`src/rtl/bist_pkg.sv`:
```
// Shared types and constants for the 16-bit NOT-chip BIST engine.
// Vector order: fixed patterns, then walking ones, then Galois LFSR vectors.
package bist_pkg;

    typedef enum logic [1:0] {
        ST_IDLE   = 2'd0,
        ST_DRIVE  = 2'd1,
        ST_SAMPLE = 2'd2,
        ST_DONE   = 2'd3
    } state_t;

    localparam logic [15:0] VEC_ZERO  = 16'h0000;
    localparam logic [15:0] VEC_ONES  = 16'hFFFF;
    localparam logic [15:0] VEC_PAT   = 16'hAB1A;
    localparam logic [15:0] LFSR_TAPS = 16'hB400;

    localparam int FIXED_N = 3;
    localparam int WALK_N  = 16;

    function automatic logic [15:0] lfsr_step(input logic [15:0] v);
        return v[0] ? ((v >> 1) ^ LFSR_TAPS) : (v >> 1);
    endfunction

endpackage

```
`src/rtl/lfsr16.sv`:
```
// 16-bit Galois right-shift LFSR; load beats en, reset reloads the seed.
// Latency: one cycle per step; no backpressure.
module lfsr16
    import bist_pkg::*;
(
    input  logic        clk,
    input  logic        reset,
    input  logic        load,
    input  logic        en,
    input  logic [15:0] seed,
    output logic [15:0] q
);

    always_ff @(posedge clk) begin
        if (reset || load) begin
            q <= seed;
        end else if (en) begin
            q <= lfsr_step(q);
        end
    end

endmodule

```
`src/rtl/not16_bist.sv`:
```
// BIST engine for a 16-bit NOT chip: drives vectors, checks out == ~in, reports results.
// Latency: 2 cycles per vector, done at edge 2*(19+N_LFSR)+1 after start; start ignored while busy.
module not16_bist
    import bist_pkg::*;
#(
    parameter int          WIDTH  = 16,
    parameter int          N_LFSR = 32,
    parameter logic [15:0] SEED   = 16'hACE1
) (
    input  logic             clk,
    input  logic             reset,
    input  logic             start,
    output logic [WIDTH-1:0] dut_in,
    input  logic [WIDTH-1:0] dut_out,
    output logic             busy,
    output logic             done,
    output logic             pass,
    output logic [7:0]       err_count,
    output logic [WIDTH-1:0] first_fail_vec
);

    localparam int         TOTAL    = FIXED_N + WALK_N + N_LFSR;
    localparam logic [8:0] LAST_IDX = 9'(TOTAL - 1);
    localparam logic [8:0] LFSR_IDX = 9'(FIXED_N + WALK_N);

    state_t      state;
    state_t      state_nxt;
    logic [8:0]  vidx;
    logic        last_vec;
    logic        start_acc;
    logic        drive_en;
    logic        sample_en;
    logic        lfsr_en;
    logic        mismatch;
    logic [15:0] lfsr_q;
    logic [15:0] vec;

    assign last_vec = (vidx == LAST_IDX);
    assign mismatch = (dut_out != ~dut_in);

    always_ff @(posedge clk) begin
        if (reset) begin
            state <= ST_IDLE;
        end else begin
            state <= state_nxt;
        end
    end

    always_comb begin
        state_nxt = state;
        case (state)
            ST_IDLE:   if (start) state_nxt = ST_DRIVE;
            ST_DRIVE:  state_nxt = ST_SAMPLE;
            ST_SAMPLE: state_nxt = last_vec ? ST_DONE : ST_DRIVE;
            ST_DONE:   if (start) state_nxt = ST_DRIVE;
            default:   state_nxt = ST_IDLE;
        endcase
    end

    always_comb begin
        busy      = 1'b0;
        start_acc = 1'b0;
        drive_en  = 1'b0;
        sample_en = 1'b0;
        lfsr_en   = 1'b0;
        case (state)
            ST_IDLE:   start_acc = start;
            ST_DRIVE: begin
                busy     = 1'b1;
                drive_en = 1'b1;
            end
            ST_SAMPLE: begin
                busy      = 1'b1;
                sample_en = 1'b1;
                // Step only when another LFSR vector follows in this run.
                lfsr_en   = !last_vec && (vidx >= LFSR_IDX);
            end
            ST_DONE:   start_acc = start;
            default:   busy = 1'b0;
        endcase
    end

    always_comb begin
        vec = lfsr_q;
        if (vidx < 9'(FIXED_N)) begin
            case (vidx[1:0])
                2'd0:    vec = VEC_ZERO;
                2'd1:    vec = VEC_ONES;
                default: vec = VEC_PAT;
            endcase
        end else if (vidx < LFSR_IDX) begin
            vec = 16'h0001 << (vidx - 9'(FIXED_N));
        end
    end

    lfsr16 u_lfsr (
        .clk   (clk),
        .reset (reset),
        .load  (start_acc),
        .en    (lfsr_en),
        .seed  (SEED),
        .q     (lfsr_q)
    );

    always_ff @(posedge clk) begin
        if (reset) begin
            dut_in         <= '0;
            vidx           <= '0;
            err_count      <= '0;
            first_fail_vec <= '0;
            done           <= 1'b0;
        end else if (start_acc) begin
            vidx           <= '0;
            err_count      <= '0;
            first_fail_vec <= '0;
            done           <= 1'b0;
        end else begin
            // done trails entry to DONE by one cycle so a held start never flashes it.
            if (state == ST_DONE) done <= 1'b1;
            if (drive_en) dut_in <= vec;
            if (sample_en) begin
                if (mismatch) begin
                    if (err_count != 8'hFF) err_count <= err_count + 8'd1;
                    if (err_count == 8'd0)  first_fail_vec <= dut_in;
                end
                if (!last_vec) vidx <= vidx + 9'd1;
            end
        end
    end

    assign pass = done && (err_count == 8'd0);

endmodule

```
`config.mk`:
```
export PLATFORM = sky130hd
export DESIGN_NAME = not16_bist
export DESIGN_NICKNAME = d
export VERILOG_FILES = /design/src/rtl/bist_pkg.sv /design/src/rtl/lfsr16.sv /design/src/rtl/not16_bist.sv
export SDC_FILE = /design/constraint.sdc
export NUM_CORES = 1
export LEC_CHECK = 0
export CORE_ASPECT_RATIO = 0.5
export CORE_MARGIN = 2
export CORE_UTILIZATION = 30
export DETAILED_ROUTE_END_ITERATION = 12
export PLACE_DENSITY = 0.62
export RECOVER_POWER = 100
export SYNTH_ARGS = -nofsm -noshare
export SYNTH_HDL_FRONTEND = slang
export SYNTH_HIERARCHICAL = 1
export SYNTH_SLANG_ARGS = --single-unit
```
`constraint.sdc`:
```
create_clock -name clk -period 2.35 [get_ports clk]
set_clock_uncertainty 0.1 [all_clocks]
set_input_delay 0.705 -clock clk [delete_from_list [all_inputs] [get_ports clk]]
set_output_delay 0.705 -clock clk [all_outputs]
set_load 0.05 [all_outputs]
```
== Word-level counts from Yosys, hierarchy flattened ==
Index checks and enable logic that the tools add are counted.
Cells by class
  $add $sub $neg: 3
  magnitude comparators: 3
  equality and inequality tests: 8
  shift operators: 1
  multiplexer cells: 12
  bitwise logic cells: 4
  reduce and logical (&&, ||, !) cells: 14
Operators with widths (count)
  two-way mux 16 bit: 3
  one-hot mux 16 bit (2 select lines): 1
  inequality test 16 bit: 1
  NOT 16 bit: 1
  << shifter 1 x 9 -> 16 bit (first input constant): 1
  adder 9 x 1 -> 9 bit (second input constant): 1
  == test 9 x 6 -> 1 bit (second input constant): 1
  >= comparator 9 x 5 -> 1 bit (second input constant): 1
  less-than comparator 9 x 2 -> 1 bit (second input constant): 1
  less-than comparator 9 x 5 -> 1 bit (second input constant): 1
  subtractor 9 x 2 -> 9 bit (second input constant): 1
  adder 8 x 1 -> 8 bit (second input constant): 1
  zero test 8 bit: 1
  inequality test 8 bit (second input constant): 1
  one-hot mux 2 bit (3 select lines): 1
  AND reduction 3 bit: 2
  OR reduction 2 bit: 3
  two-way mux 1 bit: 5
  == test 2 x 1 -> 1 bit (second input constant): 2
  == test 2 bit (second input constant): 2
  zero test 2 bit: 2
  two-way mux 2 bit: 2
  NOT 3 -> 4 bit: 1
  AND reduction 2 bit: 2
  5 further kinds: 7
Word-level totals
  flip-flop bits (word level): 68
  bits of input ports: 19
  output and inout bits: 43
  logic and storage cells: 52

== Longest topological paths before layout ==
Gate-level depths: netlist of the first run.
  depth in word-level cells: 5
  depth in mapped cells: 9
  mapped depth without buffers: 7

== Modules after synthesis ==
The synthesis of the first run kept the hierarchy.
By module, submodules not included
  not16_bist: instances 1, cells an instance 329, area an instance 2730.1 µm², seq. area each 1041.0 µm²
  lfsr16: instances 1, cells an instance 38, area an instance 763.2 µm², seq. area each 480.5 µm²

== Worst setup path before layout of the first run ==
OpenSTA, ideal clock, no wires.
  kind: register to output
  start point: register err_count[0]
  end point: output port pass
  arrival time: 1.820 ns
  data required time: 1.545 ns
  setup slack: -0.275 ns
  stages on the path, launching flop included: 6
  path buffers: 0
  cell sequence: dfxtp_1 -> inv_1 -> ha_1 -> or4b_1 -> nor4_2 -> and2_1
Between the ends
  cells in the longest elaborated chain, start to end: 2
Ends and longest elaborated chain
  start: declaration: RTL line not16_bist.sv:18  | output logic [7:0] err_count,
  start signal: assignment: RTL line not16_bist.sv:123  | if (err_count != 8'hFF) err_count <= err_count + 8'd1;
  zero test 8 bit: RTL line not16_bist.sv:131  | assign pass = done && (err_count == 8'd0);
  logical AND 1 bit: RTL line not16_bist.sv:131
  end: declaration: RTL line not16_bist.sv:17  | output logic pass,
Every way passes these cells.

== Final worst setup path of the first run ==
Same ends and word-level chain as after synthesis.

==> impl_metrics.tcl, run 1 <==
set metrics [dict create \
    routed_wl_mm 9.15 \
    finalCritPeriodShare 1.10 \
    drc 0 \
    synth-compound-area-share 0.144 \
    synthTopCellsByArea "dfxtp_1 (30%), edfxtp_1 (14%), xnor2_1 (5.3%)" \
    first_pass_iters 4 \
    synth_seq_area_share 0.436 \
    grt_first_pass_wirelength_mm 14.9 \
    drt_iter0_markers 123 \
    syn2layout_area_growth_pct 33.5 \
    powerDensity_nw_per_um2 1040 \
    die-area_um2 12600 \
    grtUsageTotal 0.153 \
    avgSynthCellArea_um2 9.52 \
    violations "negative setup slack" \
    ioPinCount 62 \
    synth_top_family_by_area "simple AND/OR/NAND/NOR gates" \
    synthMuxAreaShare 0.0652 \
    synth_ff_type "dfxtp_1" \
    antenna_found_initial 0 \
    cts.clk_slew.worst_paths_ps 50 \
    synth_seq_cells 68 \
    cts.sinks 68 \
    synth-simple-area-share 0.198 \
    setup_ws_ps -246 \
    hold_path_class "register to register" \
    cts_tree "built" \
    critPathCaptureType "output pin" \
    start_kind "register" \
    async_flop_share 0 \
    gp_congestion 0.908 \
    max_slew_margin 0.572 \
    max_freq_ghz 0.385 \
    crit_type "register to output pin" \
    ys_warn_count 6 \
    n_antenna_cell 0 \
    pre_cts_slack_ps -344 \
    peakVddDrop_uv 448 \
    crit_buf_inv 2 \
    crit_path_start "err_count[0]$_SDFFE_PP0P_" \
    grt_max_degree 25 \
    critical_path_required_ps 1540 \
    crit_path_cell_trace "inv_1 > ha_1 > or4b_4 > nor4_4 > and2_4 > buf_12" \
    cts_buffers 9 \
    rsz0062_at_grt "true" \
    std_cell_rows 27 \
    initial_core_util 0.312 \
    routed_via_density 4.77 \
    overflow 0 \
    io_buffer_count 61 \
    die_w_um 157 \
    clock_path_buffers 2 \
    finish.utilization 0.417 \
    slew_viol_final 0 \
    ant_nets 0 \
    hold_violations 0 \
    fin_tns_setup_ps -246 \
    fin_crit_ps 2600 \
    status "complete, but fails checks" \
    leakagePower_nw 1.75 \
    crit_slowest_cell "or4b_4" \
    htreeDepth 3 \
    critical-path-top-delay-family "simple AND/OR/NAND/NOR gates" \
    core_area_um2 11200 \
    drive_gt1_frac 0.167 \
    insertion_delay_ps 330 \
    syn_inst 367 \
    synth_largest_area_cell "dfxtp_1" \
    ys_types 50 \
    synthXorXnorAreaFrac 0.0727 \
    routedWlPerCell_um 14.6 \
    cap_viol_max_count 0 \
    nets 492 \
    power.total_mw 4.86 \
    root_buffer "clkbuf_16" \
    fin_hold_ws_ps 380 \
    setup_viol_count_final 1 \
    crit_arrival_ps 1790 \
    syn_area_um2 3490 \
    hp-start "first_fail_vec[2]$_SDFFE_PP0P_" \
    place_hpwl_mm 6.76 \
    grt_pass1_vias 2891 \
    synth_top_area_share 0.298 \
    vias 2989 \
    synth_fa_ha_area_frac 0.0358 \
    die_h_um 80.3 \
    r2r-start "vidx[8]$_SDFFE_PP0P_" \
    crit_fanout 2 \
    cp_slowest_stage_delay_ps 470 \
    worstMarginPinSlew_ps 644 \
    synth_enable_flop_cells 16 \
]
-- logic make-up after synthesis --
logic type	count (synthesis)
multiplexers	17
flip-flops	68
other	2
adder cells (fa/ha/maj)	10
XOR/XNOR	29
AND/OR/NAND/NOR	130
AO/OA/AOI/OAI	76
buffers and inverters	35
-- through the flow --
step / cell area (um2) / std cells
after floorplan: 3550 / 381
after global placement: 4480 / 610
after detailed placement: 4480 / 610
after CTS: 4760 / 625
after global routing: 4660 / 626
final: 4660 / 626
-- worst register-to-register path, cell delays in order, from the launching register on --
cell	delay [ps]
dfxtp_1	360
or4_1	620
or2_1	360
o31ai_4	370
a221oi_1	120
nor3_1	250
-- flip-flops by register name, indices dropped and copies added (netlist names) --
signal / flops
vidx: 9
done: 1
u_lfsr/q: 16
err_count: 8
dut_in: 16
first_fail_vec: 16
state: 2
-- layer usage --
metal	track usage	vias to the layer above	part of all wire
met5	0	-	0
met4	0.0624	0	0.028
met3	0.0383	25	0.043
met2	0.238	58	0.45
met1	0.202	1401	0.48
li1	-	1505	-
-- repair_timing --
action,CTS,global route
endpoints found under the setup margin,2,20
resized for setup,3,10
setup buffers,0,1
hold buffers,0,0
pin swaps,0,4
-- layout make-up --
class                           count  area (um2)
Inverter                           10        37.5
Fill cell                        1114        6520
Multi-Input combinational cell    278        1900
Clock buffer                       13         250
Sequential cell                    68        1520
Tap cell                          159         199
Timing Repair Buffer               96         741
Clock inverter                      2        11.3
-- cell usage in the layout, fill, tap and decap left out, types with 10 or more instances in the layout --
cell type and instances:
buf_4 26, a221oi_1 16, nor3_1 21, conb_1 16
nor2_1 36, xnor2_1 21, mux2_4 10, dfxtp_1 52
clkbuf_1 29, nand3_1 21, edfxtp_1 16, clkdlybuf4s50_1 33
o21ai_1 21, a21oi_1 25, ha_1 10
-- final timing paths --
| kind | to | slack, ps | depth (start not counted) |
|---|---|---|---|
| worst min-delay path | first_fail_vec[2]$_SDFFE_PP0P_ | 380 | 2 |
| worst max-delay path | pass | -250 | 6 |
| worst max register to register | dut_in[14]$_SDFFE_PP0P_ | 70 | 5 |
| worst min register to register | first_fail_vec[2]$_SDFFE_PP0P_ | 380 | 2 |
-- power breakdown --
part           switching (mW)  internal (mW)
Sequential              0.235           1.46
Clock                   0.468          0.736
Combinational            1.24          0.718
-- Yosys cell counts (all sizes together), types with 3 or more instances --
library cell	instances
dfxtp	52
nor2	37
a21oi	25
nor3	22
o21ai	22
nand3	21
xnor2	21
a221oi	16
clkbuf	16
edfxtp	16
mux2	16
ha	10
inv	10
buf	9
nand2	9
and3	8
xor2	8
or3	6
nor4	5
nand4	4
a31oi	3
and2	3
and4	3
nor3b	3
o31ai	3
No activity file was read; power rests on OpenSTA's default activity.
==> run 2, diff against run 1 <==
- PLACE_DENSITY: 0.62 -> 0.6
- clock period: 2.35 -> 3.18 ns (I/O delays scaled with it)
==> run 2 against run 1 <==
Compared with the run above:
- the flow now finishes without violations
- register-to-register slack better by 380 ps
- sequential cell count stayed put
- global-route usage is 0.78 points lower
- core utilization decreased by 0.49 points
- wire length shrank 3.7%
- final cell count is 3.4% lower
- critical path type unchanged
- largest power group unchanged
==> impl_metrics.tcl, run 2 (synthesized netlist as in run 1, its figures left out) <==
set metrics [dict create \
    status "finished, final reports clean" \
    multiInputGateArea_um2 1830 \
    grt_pass1_vias 2646 \
    finalCritPeriodShare 0.965 \
    initial_core_util 0.312 \
    regArea_um2 1520 \
    antenna_found_initial 0 \
    postCtsResizedCells 0 \
    fin_tns_setup_ps 0 \
    crit_fanout 5 \
    nets 470 \
    ant_nets 0 \
    max_freq_ghz 0.326 \
    place_hpwl_mm 6.47 \
    setup_viol_count_final 0 \
    die_h_um 80.3 \
    largestRegisters "dut_in: 16 flops, first_fail_vec: 16 flops, u_lfsr/q: 16 flops" \
    r2r_slack_ps 450 \
    core_area_um2 11200 \
    drc 0 \
    syn2layout_area_growth_pct 31.9 \
    grtUsageTotal 0.145 \
    pre_cts_slack_ps 303 \
    final_cell_count_no_fill 605 \
    post_dp_cell_area_um2 4340 \
    cts.sinks 68 \
    cts_setup_buffers 0 \
    hp-start "first_fail_vec[1]$_SDFFE_PP0P_" \
    holdPathEnd "first_fail_vec[1]$_SDFFE_PP0P_" \
    setup_ws_ps 111 \
    grt_first_pass_wirelength_mm 13.9 \
    crit_path_cell_trace "inv_1 > ha_1 > inv_1 > clkdlybuf4s50_1" \
    insertion_delay_ps 340 \
    overflow 0 \
    nFillCells 1105 \
    slew_viol_final 0 \
    powerDensity_nw_per_um2 799 \
    crit_slowest_cell "clkdlybuf4s50_1" \
    hold_path_class "register to register" \
    cap_viol_max_count 0 \
    std_cell_rows 27 \
    whs_path_depth 2 \
    crit_arrival_ps 2010 \
    cts.clk_slew.worst_paths_ps 50 \
    critPathCaptureType "output pin" \
    die-area_um2 12600 \
    n_antenna_cell 0 \
    rr_endpoint "u_lfsr/q[7]$_DFFE_PP_" \
    grt_max_degree 25 \
    drt_iter0_markers 199 \
    r2r-start "vidx[1]$_SDFFE_PP0P_" \
    crit_type "register to output pin" \
    leakagePower_nw 1.78 \
    htreeDepth 3 \
    routedWlPerCell_um 14.6 \
    rsz0062_at_grt "false" \
    cp_slowest_stage_delay_ps 800 \
    hold_buffers 0 \
    io_buffer_count 61 \
    most-common-layout-cells "dfxtp_1 (52), dlygate4sd3_1 (43), nor2_1 (36)" \
    routed_via_density 4.75 \
    hold_violations 0 \
    cts_buffers 9 \
    peakVddDrop_uv 305 \
    vias 2872 \
    stdcell_area_um2 4610 \
    max_slew_margin 0.460 \
    worstMarginPinSlew_ps 810 \
    dp.cells 589 \
    drive_gt1_frac 0.0919 \
    gp_congestion 0.796 \
    start_kind "register" \
    routed_wl_mm 8.81 \
    crit_path_frequent_cell "inv_1" \
    root_buffer "clkbuf_16" \
    final_common_cell "dfxtp_1" \
    first_pass_iters 4 \
    fin_crit_ps 3070 \
    clock_path_buffers 2 \
    ioPinCount 62 \
    cts_tree "built" \
    r2r_cells 6 \
    die_w_um 157 \
    critical_path_required_ps 2130 \
]
==> run 2: changes by cell type in the layout (fill, tap and decap cells not counted), moves of 2 or more <==
cell             change
buf_12               -2
nor4_2               -2
bufinv_16            +2
mux2_4               -9
clkbuf_1            -24
dlygate4sd3_1       +42
clkbuf_4             -2
buf_2                -2
nor4_1               +3
clkdlybuf4s50_1     -16
buf_4               -19
clkinvlp_4           +2
mux2_1               +9
==> run 2: area by class of cell <==
type,count,area share
inverter,10,0.00814
sequential,68,0.330
multi-input combinational,278,0.397
timing repair buffer,74,0.151
tap,159,0.0432
clock inverter,6,0.0187
clock buffer,10,0.0518
==> run 2: through the flow <==
step                power [mW]  hold WS (ps)  utilization
finish                    3.68           379        0.412
floorplan                 2.24           420            -
global route              3.88           398        0.412
detailed placement        2.69           378        0.388
CTS                       3.80           389        0.417
global placement          2.68           372        0.388
==> run 2: per-layer routing <==
layer | global-route usage | share of wire | vias up
met4 | 0.0477 | 0.015 | 0
met1 | 0.197 | 0.50 | 1338
met3 | 0.0426 | 0.041 | 11
li1 | - | - | 1466
met2 | 0.219 | 0.45 | 57
met5 | 0 | 0 | -
==> run 2: critical path: cells and delay by family, from the launching register on <==
| family | cells | cell delay, ps |
|---|---|---|
| adder cells (fa/ha/maj) | 1 | 320 |
| buffers and inverters | 3 | 940 |
| flip-flops | 1 | 410 |
==> run 2: worst max path at each step <==
stage / from / endpoint / slack [ps] / cells past startpoint
finish: state[0]$_SDFFE_PP0P_ / busy / 110 / 4
global route: state[0]$_SDFFE_PP0P_ / busy / 30 / 4
CTS: err_count[0]$_SDFFE_PP0P_ / pass / 50 / 6
detailed placement: dut_out[12] / first_fail_vec[11]$_SDFFE_PP0P_ / 300 / 7
global placement: dut_out[14] / err_count[7]$_SDFFE_PP0P_ / 320 / 7
floorplan: err_count[0]$_SDFFE_PP0P_ / pass / 310 / 5
==> run 2: report_power, final <==
group | total, mW | internal (mW) | leakage (nW) | switching [mW]
Combinational | 1.32 | 0.471 | 1.04 | 0.853
Sequential | 1.27 | 1.08 | 0.583 | 0.183
Clock | 1.09 | 0.706 | 0.155 | 0.385
Total | 3.68 | 2.26 | 1.78 | 1.42
